$ cat src/rtl/srlc16_fifo_if.sv
// Handshake bundle between the shift-register FIFO and its producer/consumer.
// The producer/consumer side uses the master modport and the FIFO uses the slave modport.
interface srlc16_fifo_if #(
  parameter int WIDTH = 8
);
  logic             WR_EN;
  logic [WIDTH-1:0] DIN;
  logic             RD_EN;
  logic [WIDTH-1:0] DOUT;
  logic             EMPTY;
  logic             FULL;
  logic [4:0]       COUNT;
  logic             OVERFLOW;
  logic             UNDERFLOW;

  modport master (
    output WR_EN, DIN, RD_EN,
    input  DOUT, EMPTY, FULL, COUNT, OVERFLOW, UNDERFLOW
  );

  modport slave (
    input  WR_EN, DIN, RD_EN,
    output DOUT, EMPTY, FULL, COUNT, OVERFLOW, UNDERFLOW
  );
endinterface

$ cat src/rtl/srlc16_fifo.sv
// Sixteen-entry first-word-fall-through FIFO built on SRLC16E-style storage.
// Each data bit has its own 16-deep shift register. Every push shifts the new word
// into tap 0. The fill level selects the tap that holds the oldest word.
module srlc16_fifo #(
  parameter int WIDTH = 8
) (
  input logic          CLK,
  input logic          RSTN,
  srlc16_fifo_if.slave bus
);

  // The storage has no reset, like a real SRL primitive. Only its power-up value is defined.
  logic [WIDTH-1:0][15:0] srl = '0;

  logic [4:0]       count_q;
  logic [4:0]       count_next;
  logic             empty_q;
  logic             full_q;
  logic             overflow_q;
  logic             underflow_q;
  logic             pop_ok;
  logic             push_ok;
  logic [3:0]       addr;
  logic [WIDTH-1:0] dout;

  // Accept decisions and next fill level. A pop frees a slot that a push in the same cycle can use.
  always_comb begin
    pop_ok     = bus.RD_EN & (count_q != 5'd0);
    push_ok    = bus.WR_EN & ((count_q != 5'd16) | pop_ok);
    count_next = count_q;
    case ({push_ok, pop_ok})
      2'b10:   count_next = count_q + 5'd1;
      2'b01:   count_next = count_q - 5'd1;
      default: count_next = count_q;
    endcase
  end

  // Shift chain. It ignores reset because any data left in it is unreachable once the count is zero.
  always_ff @(posedge CLK) begin
    if (push_ok) begin
      for (int b = 0; b < WIDTH; b++) begin
        srl[b] <= {srl[b][14:0], bus.DIN[b]};
      end
    end
  end

  // Fill level, registered status flags and sticky error flags. Reset takes priority over push and pop.
  always_ff @(posedge CLK) begin
    if (!RSTN) begin
      count_q     <= 5'd0;
      empty_q     <= 1'b1;
      full_q      <= 1'b0;
      overflow_q  <= 1'b0;
      underflow_q <= 1'b0;
    end else begin
      count_q <= count_next;
      empty_q <= (count_next == 5'd0);
      full_q  <= (count_next == 5'd16);
      if (bus.WR_EN && !push_ok) begin
        overflow_q <= 1'b1;
      end
      if (bus.RD_EN && !pop_ok) begin
        underflow_q <= 1'b1;
      end
    end
  end

  // The oldest word sits at tap count-1. A full FIFO wraps the 4-bit address to tap 15.
  assign addr = count_q[3:0] - 4'd1;

  // Tap multiplexer. It reads only registered state and is forced to zero when the FIFO is empty.
  always_comb begin
    dout = '0;
    if (count_q != 5'd0) begin
      for (int b = 0; b < WIDTH; b++) begin
        dout[b] = srl[b][addr];
      end
    end
  end

  assign bus.DOUT      = dout;
  assign bus.EMPTY     = empty_q;
  assign bus.FULL      = full_q;
  assign bus.COUNT     = count_q;
  assign bus.OVERFLOW  = overflow_q;
  assign bus.UNDERFLOW = underflow_q;

endmodule

$ cat src/flat_wrapper.sv
// flat-port wrapper written by rule: the top's interface ports become plain ports
module srlc16_fifo_flat 
#(
  parameter int WIDTH = 8
)
  (CLK, RSTN, bus_WR_EN, bus_DIN, bus_RD_EN, bus_DOUT, bus_EMPTY, bus_FULL, bus_COUNT, bus_OVERFLOW, bus_UNDERFLOW);
  srlc16_fifo_if #(.WIDTH(WIDTH)) bus_i ();
  input logic CLK;
  input logic RSTN;
  input wire logic [$bits(bus_i.WR_EN)-1:0] bus_WR_EN;
  input wire logic [$bits(bus_i.DIN)-1:0] bus_DIN;
  input wire logic [$bits(bus_i.RD_EN)-1:0] bus_RD_EN;
  output wire logic [$bits(bus_i.DOUT)-1:0] bus_DOUT;
  output wire logic [$bits(bus_i.EMPTY)-1:0] bus_EMPTY;
  output wire logic [$bits(bus_i.FULL)-1:0] bus_FULL;
  output wire logic [$bits(bus_i.COUNT)-1:0] bus_COUNT;
  output wire logic [$bits(bus_i.OVERFLOW)-1:0] bus_OVERFLOW;
  output wire logic [$bits(bus_i.UNDERFLOW)-1:0] bus_UNDERFLOW;
  assign bus_i.WR_EN = bus_WR_EN;
  assign bus_i.DIN = bus_DIN;
  assign bus_i.RD_EN = bus_RD_EN;
  assign bus_DOUT = bus_i.DOUT;
  assign bus_EMPTY = bus_i.EMPTY;
  assign bus_FULL = bus_i.FULL;
  assign bus_COUNT = bus_i.COUNT;
  assign bus_OVERFLOW = bus_i.OVERFLOW;
  assign bus_UNDERFLOW = bus_i.UNDERFLOW;
  srlc16_fifo #(.WIDTH(WIDTH)) u_core (.CLK(CLK), .RSTN(RSTN), .bus(bus_i));
endmodule
$ cat config.mk
export PLATFORM = sky130hd
export DESIGN_NAME = srlc16_fifo_flat
export DESIGN_NICKNAME = d
export VERILOG_FILES = /design/src/rtl/srlc16_fifo_if.sv /design/src/rtl/srlc16_fifo.sv /design/src/flat_wrapper.sv
export SDC_FILE = /design/constraint.sdc
export NUM_CORES = 1
export LEC_CHECK = 0
export BUFFER_PORTS_ARGS = -buffer_cell sky130_fd_sc_hd__clkbuf_2
export CORE_UTILIZATION = 35
export CTS_BUF_LIST = sky130_fd_sc_hd__clkbuf_16
export CTS_CLUSTER_DIAMETER = 100
export DETAILED_ROUTE_END_ITERATION = 12
export GPL_TIMING_DRIVEN = 0
export HOLD_SLACK_MARGIN = 0.15
export PLACE_DENSITY = 0.52
export SYNTH_ARGS = -nofsm -noshare
export SYNTH_HDL_FRONTEND = slang
export SYNTH_SLANG_ARGS = --single-unit
$ cat constraint.sdc
create_clock -name CLK -period 5.8 [get_ports CLK]
set_input_delay 0.29 -clock CLK [delete_from_list [all_inputs] [get_ports CLK]]
set_output_delay 0.29 -clock CLK [all_outputs]
set_load 0.02 [all_outputs]
---- Word-level counts from Yosys, hierarchy flattened ----
Index checks and enable logic that the tools add are counted.
word-level totals
  output and inout port bits .............. 17
  bits of input ports ..................... 12
  logic and storage cells ................. 48
  flip-flop bits (word level) ............. 137
cells by class
  bitwise logic cells ..................... 3
  add/sub/neg operators ................... 3
  mux-type cells .......................... 18
  equal/unequal tests ..................... 4
  reductions and logical operators ........ 6
  $lt $le $gt $ge ......................... 1
operators by type and width
  cell                                                        number
  binary-select mux 1 bit (select 4 bit)                      8
  one-hot mux 5 bit (2 select lines)                          1
  two-way mux 1 bit                                           8
  two-way mux 8 bit                                           1
  adder 5 x 1 -> 5 bit, second input constant                 1
  equality test 5 bit, second input constant                  1
  zero test 5 bit                                             1
  less-than comparator 4 x 5 -> 1 bit, second input constant  1
  inequality test 5 bit, second input constant                1
  nonzero test 5 bit                                          1
  subtractor 5 x 1 -> 5 bit, second input constant            1
  subtractor 4 x 1 -> 4 bit, second input constant            1
  bitwise AND 1 bit                                           2
  equality test 2 x 1 -> 1 bit, second input constant         1
  equality test 2 bit, second input constant                  1
  logical AND 1 bit                                           2
  zero test 1 bit                                             2
  bitwise OR 1 bit                                            1

---- Logic depth before layout (Yosys ltp) ----
Gate-level depths: netlist of run 1.
  depth in word-level cells ............... 7
  depth in mapped cells ................... 16
  mapped depth without buffers ............ 13

---- Least setup slack after synthesis of run 1 ----
Ideal clock, no wire load.
  kind .................................... register -> register
  start ................................... register u_core.count_q[0] (netlist: u_core.bus.COUNT[0])
  end ..................................... register u_core.srl[0] in the netlist's numbering (enable)
  buffers on the path ..................... 2
  setup slack ............................. 1.528 ns
  arrival ................................. 3.790 ns
  stages on the path, launching flop included .. 8
  clock period less this slack ............ 4.272 ns
  cell sequence ........................... dfxtp_1 buf_6 buf_12 inv_4 ha_1 nand4b_1 nand2_1 inv_1
on the way
  longest elaborated chain between the ends .. 4
  elaborated cells on any way between the ends .. 5
ends and longest elaborated chain
  element                          line               source
  from (decl)                      srlc16_fifo.sv:15  logic [4:0] count_q;
  from (signal assigned)           srlc16_fifo.sv:56  count_q <= count_next;
  nonzero test 5 bit               srlc16_fifo.sv:28  pop_ok = bus.RD_EN & (count_q != 5'd0);
  bitwise AND 1 bit                srlc16_fifo.sv:28
  bitwise OR 1 bit (*)             srlc16_fifo.sv:29  push_ok = bus.WR_EN & ((count_q != 5'd16) | pop_ok);
  bitwise AND 1 bit (*)            srlc16_fifo.sv:29
  net u_core.push_ok               srlc16_fifo.sv:22  logic push_ok;
  to (signal, indexed assignment)  srlc16_fifo.sv:42  srl[b] <= {srl[b][14:0], bus.DIN[b]};
  to (decl)                        srlc16_fifo.sv:13  logic [WIDTH-1:0][15:0] srl = '0;
Mark *: on every way through the listed nets, which the timed path passes. The rest lies on a longest branch.
A chain may end at the register's enable or synchronous reset.

---- Worst setup path in the final report of run 1 ----
  start ................................... register u_core.count_q[0] (netlist: u_core.bus.COUNT[0])
  end ..................................... register u_core.full_q (netlist: u_core.bus.FULL)
on the way
  longest elaborated chain between the ends .. 7
  elaborated cells on any way between the ends .. 11
ends and longest elaborated chain
  element                                                                     line               source
  nonzero test 5 bit                                                          srlc16_fifo.sv:28
  bitwise AND 1 bit                                                           srlc16_fifo.sv:28
  bitwise OR 1 bit                                                            srlc16_fifo.sv:29
  bitwise AND 1 bit                                                           srlc16_fifo.sv:29
  equality test 2 x 1 -> 1 bit / equality test 2 bit (equally long branches)  srlc16_fifo.sv:31  case ({push_ok, pop_ok})
  one-hot mux 5 bit (2 select lines) (*)                                      srlc16_fifo.sv:31
  equality test 5 bit (*)                                                     srlc16_fifo.sv:58  full_q <= (count_next == 5'd16);
  to (signal assigned)                                                        srlc16_fifo.sv:58
  to (decl)                                                                   srlc16_fifo.sv:18  logic full_q;
Every way passes the cells marked *; elsewhere a longest branch is shown, timed or not.

==> results_dict.tcl, run 1 <==
set metrics [dict create \
    yosys-top-cells-area "edfxtp_1 (69%), mux4_2 (7.2%), mux4_1 (6.6%)" \
    multi_input_area_um2 1410 \
    gp_congestion 0.676 \
    diodes 0 \
    power_density_nw_per_um2 555 \
    fin_crit_sh_pct 62.1 \
    drc 0 \
    dp_slack_ns 2.17 \
    seq_area_frac_synth_pct 71.8 \
    first_pass_iters 4 \
    finalHoldViolCount 0 \
    start_util_pct 36.3 \
    rr_startpoint "u_core.bus.COUNT[0]" \
    drv_slew 0 \
    clk_root_buffer_cell "clkbuf_16" \
    maxCapViolCount 0 \
    clockBufferDepth 2 \
    async_flop_share_pct 0 \
    rows 45 \
    die_h_um 129 \
    vias 2715 \
    synthFlopType "edfxtp_1" \
    synth_edf_count 128 \
    arrival_ns 3.94 \
    synth_nets 296 \
    grt_pass1_vias 2728 \
    syn_to_final_growth_pct 19.5 \
    numCtsBuffers 17 \
    slew_headroom_pct 44.9 \
    hpwl_mm 6.10 \
    critPathCaptureType "flop" \
    critical_path_class "flop to flop" \
    finalSetupTns_ns 0 \
    worstPathRequired_ns 6.14 \
    cp-start-kind "flop" \
    fin_skew_ns 0.00783 \
    n_fill_cell 1378 \
    intPower_uw 2470 \
    switchingPower_uw 1240 \
    p_comb_share_pct 37.2 \
    drt_wl_total_mm 9.72 \
    grt-ovfl-total 0 \
    peakVddDrop_mv 0.222 \
    track_usage_pct 13.0 \
    fin_crit_ns 3.60 \
    yosysMostFrequentCell "edfxtp_1" \
    synth.distinct_cells 41 \
    pwr-share-seq_pct 34.7 \
    antenna_found_initial 0 \
    ys_warn_count 0 \
    clk_pin_slew_ns 0.05 \
    critPathMaxFanout 10 \
    synth_top_area_share_pct 68.6 \
    hold_class "input pin to flop" \
    vias_per_cell 4.87 \
    final_nets 353 \
    cts_tree "done" \
    port_buffers 28 \
    p_leak_uw 0.00235 \
    tightest_slew_ns 0.823 \
    grt_max_degree 98 \
    regArea_um2 4020 \
    synth_common_cells "edfxtp_1 (128), mux4_2 (18), mux4_1 (14)" \
    outcome "finished, final reports clean" \
    h-tree-depth 4 \
    synth_top_cell_by_area "edfxtp_1" \
    grt_pass1_wl_mm 15.5 \
    power.share.clock_pct 28.1 \
    clkSinkCount 137 \
    syn_avg_cell_area_um2 20.1 \
    ant_nets 0 \
    fmaxAchievable_ghz 0.278 \
    layout_setup_ws_ns 2.20 \
    setup_viol 0 \
    switching_share_pct 33.4 \
    crit_start "u_core.bus.COUNT[0]" \
    boundaryPins 29 \
    core_area_um2 15400 \
    netlist_area_um2 5600 \
    die_area_um2 16500 \
    postCtsHoldBufs 9 \
    insertion_delay_ns 0.41 \
    min_from "bus_RD_EN" \
    synth_seq_cells 137 \
    synthesis.instances 279 \
    post-cts-setup-buffer-count 0 \
    cts_resized 0 \
    drive_gt1_share_pct 27.1 \
    wl_per_cell_um 17.4 \
    die_w_um 129 \
    rsz0062_at_grt "no" \
    first_iter_violations 229 \
]
-- stage by stage --
| stage | instance area, µm² | utilization (%) | power [µW] | std cells | hold WS, ns |
|---|---|---|---|---|---|
| after floorplan | 5600 | - | 2300 | 279 | 0.370 |
| after global placement | 6010 | 38.9 | 2700 | 518 | 0.421 |
| after detailed placement | 6040 | 39.1 | 2720 | 519 | 0.427 |
| after CTS | 6690 | 43.4 | 3770 | 558 | 0.150 |
| after global routing | 6690 | 43.4 | 3910 | 558 | 0.194 |
| final | 6690 | 43.4 | 3710 | 558 | 0.178 |
-- logic make-up (layout without fill, tap and decap cells) --
group	count (synthesis)	count (layout)	synth area share, %
muxes	35	35	14.3
buffers and inverters	21	89	3.06
AOI/OAI and AO/OA	29	29	3.64
xor gates and xnor gates	7	7	1.36
adders and majority gates	5	5	1.12
and+or+nand+nor	45	45	4.67
DFF	137	137	71.8
-- area by class of cell --
cell class              instances  share of cell area (%)
clock buffers                  17                    6.36
multi-input cells             121                    21.0
repair buffers                 38                    3.85
flip-flops and latches        137                    60.1
inverters                       6                   0.449
plain buffers                  15                    2.19
clock inverters                13                    2.07
well taps                     211                    3.94
-- routing by layer --
layer	routed length [µm]	GRT usage [%]
met2	4400	18.2
met3	274	3.83
met5	0	0
met4	179	6.64
met1	4860	18.4
-- power by group through the flow --
stage,clock (µW),combinational (µW),sequential [µW]
5_1_grt,1100,1510,1300
3_5_place_dp,0,1410,1310
2_1_floorplan,0,983,1320
3_3_place_gp,0,1390,1310
6_report,1040,1380,1290
4_1_cts,1060,1420,1290
-- placed cells by master (no fill, tap or decap), types with 8 or more instances in the layout --
cell and instances:
o22ai_1 8, clkbuf_2 28, mux4_2 18, edfxtp_1 128, clkbuf_16 17, nor3_1 8, nor2_1 9, nor2b_1 13
mux4_1 14, dfxtp_1 9, dlygate4sd3_1 9, a211oi_1 9
-- critical path, stage by stage, from the launching register on --
cell	delay (ns)
dfxtp_1	0.37
buf_6	0.19
buf_12	0.16
inv_4	0.06
ha_1	0.18
nand2_1	0.06
nor2_1	0.62
nor2b_1	0.15
ha_1	0.22
buf_2	0.17
xor2_1	0.17
ha_1	0.21
a21oi_1	0.15
mux2i_1	0.23
xor2_1	0.26
o211ai_2	0.17
nor3b_2	0.16
-- flip-flops by register name (all words and copies together), names as in the netlist --
signal,cells
u_core.bus.OVERFLOW,1
u_core.srl,128
u_core.bus.FULL,1
u_core.bus.COUNT,5
u_core.bus.EMPTY,1
u_core.bus.UNDERFLOW,1
-- final timing paths --
| check | cells past startpoint | slack, ns | end |
|---|---|---|---|
| worst max-delay path | 16 | 2.20 | u_core.bus.FULL |
| worst min-delay path | 3 | 0.18 | u_core.bus.UNDERFLOW |
| worst max register to register | 16 | 2.20 | u_core.bus.FULL |
| worst min register to register | 0 | 0.44 | u_core.srl[11] |
(Power assumes the default switching activity.)
==> inputs of run 2 (changes only) <==
--- a/config.mk
+++ b/config.mk
@@ -5,6 +5,7 @@
 export SDC_FILE = /design/constraint.sdc
 export NUM_CORES = 1
 export LEC_CHECK = 0
+export ABC_AREA = 1
 export BUFFER_PORTS_ARGS = -buffer_cell sky130_fd_sc_hd__clkbuf_2
 export CORE_UTILIZATION = 35
 export CTS_BUF_LIST = sky130_fd_sc_hd__clkbuf_16
@@ -12,7 +13,7 @@
 export DETAILED_ROUTE_END_ITERATION = 12
 export GPL_TIMING_DRIVEN = 0
 export HOLD_SLACK_MARGIN = 0.15
-export PLACE_DENSITY = 0.52
+export PLACE_DENSITY = 0.53
 export SYNTH_ARGS = -nofsm -noshare
 export SYNTH_HDL_FRONTEND = slang
 export SYNTH_SLANG_ARGS = --single-unit
==> constraint.sdc (replaced) <==
create_clock -name CLK -period 3.08 [get_ports CLK]
set_input_delay 0.154 -clock CLK [delete_from_list [all_inputs] [get_ports CLK]]
set_output_delay 0.154 -clock CLK [all_outputs]
set_load 0.02 [all_outputs]
==> run 2 against run 1 <==
Net effect: synthesized cell count rose by 71%; non-clock buffer count rose by 18; total power rose by 120%; sequential share of layout area fell by 3.2 points; combinational power rose to 2.6 times the previous value; critical endpoint is now bus_DOUT[7].
==> results_dict.tcl, run 2 <==
set metrics [dict create \
    synth_nets 495 \
    vias_per_cell 4.95 \
    synth_top_family_by_area "simple AND/OR/NAND/NOR gates" \
    port_buffers 28 \
    clkSinkCount 137 \
    yosys-top-cells-area "edfxtp_1 (68%), nand2_1 (9.2%), a21oi_1 (4.8%)" \
    die_w_um 129 \
    post-route-util_pct 44.5 \
    syn_to_final_growth_pct 24.5 \
    yosysMostFrequentCell "nand2_1" \
    fin_crit_sh_pct 94.2 \
    cts_tree "done" \
    clk_root_buffer_cell "clkbuf_16" \
    seq_area_frac_synth_pct 70.8 \
    start_util_pct 35.8 \
    critPathMaxFanout 11 \
    first_pass_iters 5 \
    fmaxAchievable_ghz 0.345 \
    syn_avg_cell_area_um2 11.9 \
    fin_skew_ns 0.0213 \
    antenna_found_initial 0 \
    grt-ovfl-total 0 \
    gp_congestion 0.809 \
    dp_slack_ns -0.000400 \
    slew_headroom_pct 56.7 \
    slowest_delay_ns 0.37 \
    maxCapViolCount 0 \
    rr_startpoint "u_core.bus.COUNT[0]" \
    critPathCaptureType "primary output" \
    holdPathStages 0 \
    drive_gt1_share_pct 20.5 \
    synth-simple-area-share_pct 15.1 \
    numCtsBuffers 17 \
    n_fill_cell 1490 \
    drc 0 \
    path_delay_family "buffers and inverters" \
    path_cells "inv_4, buf_6, buf_6, ha_4, buf_2, inv_2, clkbuf_2, nand3_1, nand3_1, nand2_1, a21oi_1, nor2_1, clkbuf_2" \
    total_power_uw 8220 \
    layout_setup_ws_ns 0.178 \
    layout_commonest_cell "nand2_1" \
    grt_max_degree 33 \
    hpwl_mm 8.33 \
    min_from "u_core.srl[121]" \
    fin_crit_ns 2.90 \
    diodes 0 \
    first_iter_violations 341 \
    wl_per_cell_um 16.8 \
    clk_pin_slew_ns 0.06 \
    outcome "finished, final reports clean" \
    grt_pass1_vias 3733 \
    core_area_um2 15900 \
    multi_input_area_um2 1530 \
    boundaryPins 29 \
    grt_pass1_wl_mm 20.4 \
    synth-xor-area-share_pct 0.925 \
    r2r_cells 23 \
    clockBufferDepth 2 \
    insertion_delay_ns 0.43 \
    netlist_area_um2 5680 \
    async_flop_share_pct 0 \
    layout_common_cells "nand2_1 (139), edfxtp_1 (128), a21oi_1 (54), nand3_1 (44), clkbuf_2 (29)" \
    final_nets 562 \
    holdPathEnd "u_core.srl[122]" \
    die_area_um2 16700 \
    synthFlopType "edfxtp_1" \
    power_density_nw_per_um2 1160 \
    worstPathRequired_ns 2.93 \
    track_usage_pct 16.8 \
    p_leak_uw 0.00275 \
    grt-busiest-layer "met2" \
    arrival_ns 2.75 \
    synthesis.instances 478 \
    die_h_um 129 \
    critical_path_class "flop to primary output" \
    h-tree-depth 4 \
    critPathSlowestCell "dfxtp_4" \
    synth_top_cell_by_area "edfxtp_1" \
    cp-start-kind "flop" \
    synth_common_cells "nand2_1 (140), edfxtp_1 (128), a21oi_1 (54)" \
    setup_viol 0 \
    tightest_slew_ns 0.650 \
    use_met3_pct 4.75 \
    synth.distinct_cells 30 \
    synth_edf_count 128 \
    yosys.area_share.adder_pct 1.10 \
    synth_seq_cells 137 \
    finalHoldViolCount 0 \
    peakVddDrop_mv 0.497 \
    rows 46 \
    worstReg2RegEnd "u_core.bus.EMPTY" \
    muxShareOfSynthArea_pct 0 \
    synth_top_area_share_pct 67.7 \
    hold_class "flop to flop" \
    vias 3823 \
    gr-usage-met1_pct 22.3 \
    cp_num_buf_inv 7 \
    r2r_slack_ns 0.26 \
    synth-compound-area-share_pct 8.28 \
    grt_util_met2_pct 25.6 \
    largest_reg_flops 128 \
    ant_nets 0 \
    ys_warn_count 0 \
    drv_slew 0 \
    regArea_um2 4030 \
    drt_wl_total_mm 13.0 \
    regMostFlops "u_core.srl" \
]
## run 2: metrics by stage
step                setup TNS, ns  cells  instance area (µm²)  hold slack (ns)
finish                          0    773                 7070            0.436
global route             -0.00729    773                 7070            0.424
CTS                             0    769                 7020            0.423
detailed placement      -0.000400    726                 6260            0.333
global placement          -146.60    722                 6180            0.331
floorplan                  -38.07    478                 5770            0.253
## run 2: worst max path at each step
stage	start	to	slack [ns]	cells past startpoint
2_1_floorplan	u_core.bus.COUNT[0]	u_core.bus.FULL	-1.39	22
3_3_place_gp	u_core.bus.COUNT[0]	u_core.bus.EMPTY	-2.43	21
3_5_place_dp	u_core.bus.COUNT[0]	u_core.bus.EMPTY	-0.0004	21
4_1_cts	u_core.bus.COUNT[0]	u_core.bus.EMPTY	0.0009	21
5_1_grt	u_core.bus.COUNT[0]	bus_DOUT[0]	-0.007	14
6_report	u_core.bus.COUNT[0]	bus_DOUT[7]	0.18	13
## run 2: what timing repair did
action	4_1_cts	5_1_grt
setup buffers	0	4
hold endpoints to repair	16	0
pin swaps	1	2
gates resized for setup	3	11
hold buffers	12	0
endpoints found under the setup margin	8	10
## run 2: layout make-up
class	instances	area share [%]
inverters	22	1.24
repair buffers	48	5.24
clock inverters	14	2.90
well taps	216	3.82
flip-flops and latches	137	56.9
multi-input cells	296	21.7
clock buffers	17	6.01
plain buffers	23	2.18
## run 2: layer usage
metal	routed length, µm	part of all wire [%]
met4	228	1.8
met3	635	4.9
met2	6130	47
met1	5970	46
met5	0	0
## run 2: logic make-up after synthesis
logic type | after synthesis
and+or+nand+nor | 207
DFF | 137
adders and majority gates | 5
AOI/OAI and AO/OA | 81
xor gates and xnor gates | 3
buffers and inverters | 45
## run 2: report_power, final
group | switching [µW] | internal, µW | total, µW
combinational | 2420 | 1190 | 3610
clock | 759 | 1420 | 2180
sequential | 139 | 2290 | 2430
total | 3320 | 4900 | 8220
==> inputs of run 3 (changes only) <==
--- a/config.mk
+++ b/config.mk
@@ -5,15 +5,16 @@
 export SDC_FILE = /design/constraint.sdc
 export NUM_CORES = 1
 export LEC_CHECK = 0
-export ABC_AREA = 1
 export BUFFER_PORTS_ARGS = -buffer_cell sky130_fd_sc_hd__clkbuf_2
+export CELL_PAD_IN_SITES_DETAIL_PLACEMENT = 1
+export CELL_PAD_IN_SITES_GLOBAL_PLACEMENT = 1
 export CORE_UTILIZATION = 35
 export CTS_BUF_LIST = sky130_fd_sc_hd__clkbuf_16
 export CTS_CLUSTER_DIAMETER = 100
 export DETAILED_ROUTE_END_ITERATION = 12
 export GPL_TIMING_DRIVEN = 0
 export HOLD_SLACK_MARGIN = 0.15
-export PLACE_DENSITY = 0.53
+export PLACE_DENSITY = 0.59
 export SYNTH_ARGS = -nofsm -noshare
 export SYNTH_HDL_FRONTEND = slang
 export SYNTH_SLANG_ARGS = --single-unit
==> run 3 against run 2 <==
Net effect: combinational power down 23%; utilization down 0.19 points; cell count down 27%; clock power down 7%; cell area down 3.3%; sequential power about the same; register-to-register slack worse by 0.03 ns; highest routed layer unchanged; maximum frequency up 0.82%; setup slack better by 0.024 ns.
==> results_dict.tcl, run 3 (synthesized netlist as in run 1, its figures left out) <==
set metrics [dict create \
    die_w_um 129 \
    h-tree-depth 4 \
    vias 2771 \
    first_pass_iters 6 \
    fmaxAchievable_ghz 0.347 \
    grt_max_degree 49 \
    finalHoldViolCount 0 \
    port_buffers 28 \
    insertion_delay_ns 0.42 \
    dp.cells 520 \
    grt_pass1_wl_mm 16.8 \
    dp_slack_ns -0.394 \
    setup_viol 0 \
    rows 45 \
    ant_nets 0 \
    critPathMaxFanout 10 \
    clk_pin_slew_ns 0.06 \
    maxCapViolCount 0 \
    clockBufferDepth 2 \
    antenna_found_initial 0 \
    holdPathEnd "u_core.srl[91]" \
    holdPathStages 0 \
    finalSetupTns_ns 0 \
    layout_setup_ws_ns 0.201 \
    grt-ovfl-total 0 \
    rsz0062_at_grt "no" \
    cts_tree "done" \
    core_area_um2 15400 \
    syn_to_final_growth_pct 22.1 \
    cp-start-kind "flop" \
    first_iter_violations 249 \
    drv_slew 0 \
    boundaryPins 29 \
    track_usage_pct 14.1 \
    clk_root_buffer_cell "clkbuf_16" \
    clkSinkCount 137 \
    critical_path_class "flop to primary output" \
    drive_gt1_share_pct 30.1 \
    drt_wl_total_mm 10.5 \
    peakVddDrop_mv 0.536 \
    min_from "u_core.srl[90]" \
    r2r_cells 15 \
    arrival_ns 2.72 \
    worstReg2RegEnd "u_core.bus.FULL" \
    p_leak_uw 0.00240 \
    post-route-util_pct 44.3 \
    fin_crit_sh_pct 93.5 \
    fin_cells 566 \
    gp_congestion 0.702 \
    worstPathRequired_ns 2.93 \
    drc 0 \
    fin_crit_ns 2.88 \
    n_fill_cell 1495 \
    numCtsBuffers 17 \
    slew_headroom_pct 42.3 \
    grt_pass1_vias 2894 \
    regMostFlops "u_core.srl" \
    layout_common_cells "edfxtp_1 (128), clkbuf_2 (28), mux4_2 (18), clkbuf_16 (17), mux4_1 (14)" \
    largest_reg_flops 128 \
    hpwl_mm 6.64 \
    fin_skew_ns 0.00664 \
    total_power_uw 7240 \
    hold_class "flop to flop" \
    diodes 0 \
    rr_startpoint "u_core.bus.COUNT[0]" \
    outcome "finished, final reports clean" \
    tightest_slew_ns 0.863 \
    die_h_um 129 \
    power_density_nw_per_um2 1060 \
    wl_per_cell_um 18.5 \
    final_nets 360 \
    layout_commonest_cell "edfxtp_1" \
    critPathCaptureType "primary output" \
    die_area_um2 16500 \
    start_util_pct 36.3 \
    vias_per_cell 4.90 \
    r2r_slack_ns 0.23 \
]
## run 3: how the worst max path moves through the flow
stage	startpoint	to	slack (ns)
3_5_place_dp	u_core.bus.COUNT[0]	u_core.bus.FULL	-0.39
4_1_cts	u_core.bus.COUNT[0]	bus_DOUT[2]	0.01
5_1_grt	u_core.bus.COUNT[0]	u_core.bus.FULL	0.006
3_3_place_gp	u_core.bus.COUNT[0]	u_core.srl[0]	-1.06
6_report	u_core.bus.COUNT[0]	bus_DOUT[2]	0.20
2_1_floorplan	u_core.bus.COUNT[0]	u_core.srl[0]	-0.26
## run 3: through the flow
step / hold slack (ns) / instance area (µm²)
final: 0.440 / 6840
after global routing: 0.436 / 6840
after CTS: 0.424 / 6800
after detailed placement: 0.334 / 6080
after global placement: 0.331 / 6040
after floorplan: 0.234 / 5630
## run 3: final cells by class
| type | count | area (µm²) | area share (%) |
|---|---|---|---|
| sequential | 137 | 4030 | 58.9 |
| multi-input combinational | 121 | 1450 | 21.1 |
| clock buffer | 17 | 425 | 6.22 |
| timing repair buffer | 45 | 320 | 4.68 |
| tap | 211 | 264 | 3.86 |
| buffer | 15 | 169 | 2.47 |
| clock inverter | 14 | 158 | 2.30 |
| inverter | 6 | 31.3 | 0.457 |
## run 3: repair_timing
action	CTS	global route
resized for setup	6	5
endpoints found under the setup margin	12	10
pin swaps	1	3
endpoints found under the hold margin	17	0
hold buffers	11	0
setup buffers	1	3
## run 3: layer usage
| metal | wire length, µm | vias up | global-route usage [%] | share of wire (%) |
|---|---|---|---|---|
| met5 | 0 | - | 0 | 0 |
| met4 | 203 | 0 | 6.85 | 1.9 |
| met3 | 313 | 13 | 3.78 | 3.0 |
| met2 | 4830 | 41 | 21.0 | 46 |
| met1 | 5130 | 1439 | 19.2 | 49 |
| li1 | - | 1278 | - | - |
## run 3: worst max-delay path, stage by stage (launching register included)
cell,delay [ns]
dfxtp_4,0.39
buf_12,0.16
buf_12,0.11
inv_6,0.03
ha_1,0.26
xor2_4,0.25
buf_4,0.23
mux4_1,0.34
o22ai_1,0.26
nor3_1,0.11
clkbuf_2,0.17
## run 3: power breakdown
group          total (µW)  internal, µW  switching (µW)
Combinational        2780          1220            1560
Sequential           2440          2320             118
Clock                2020          1260             763
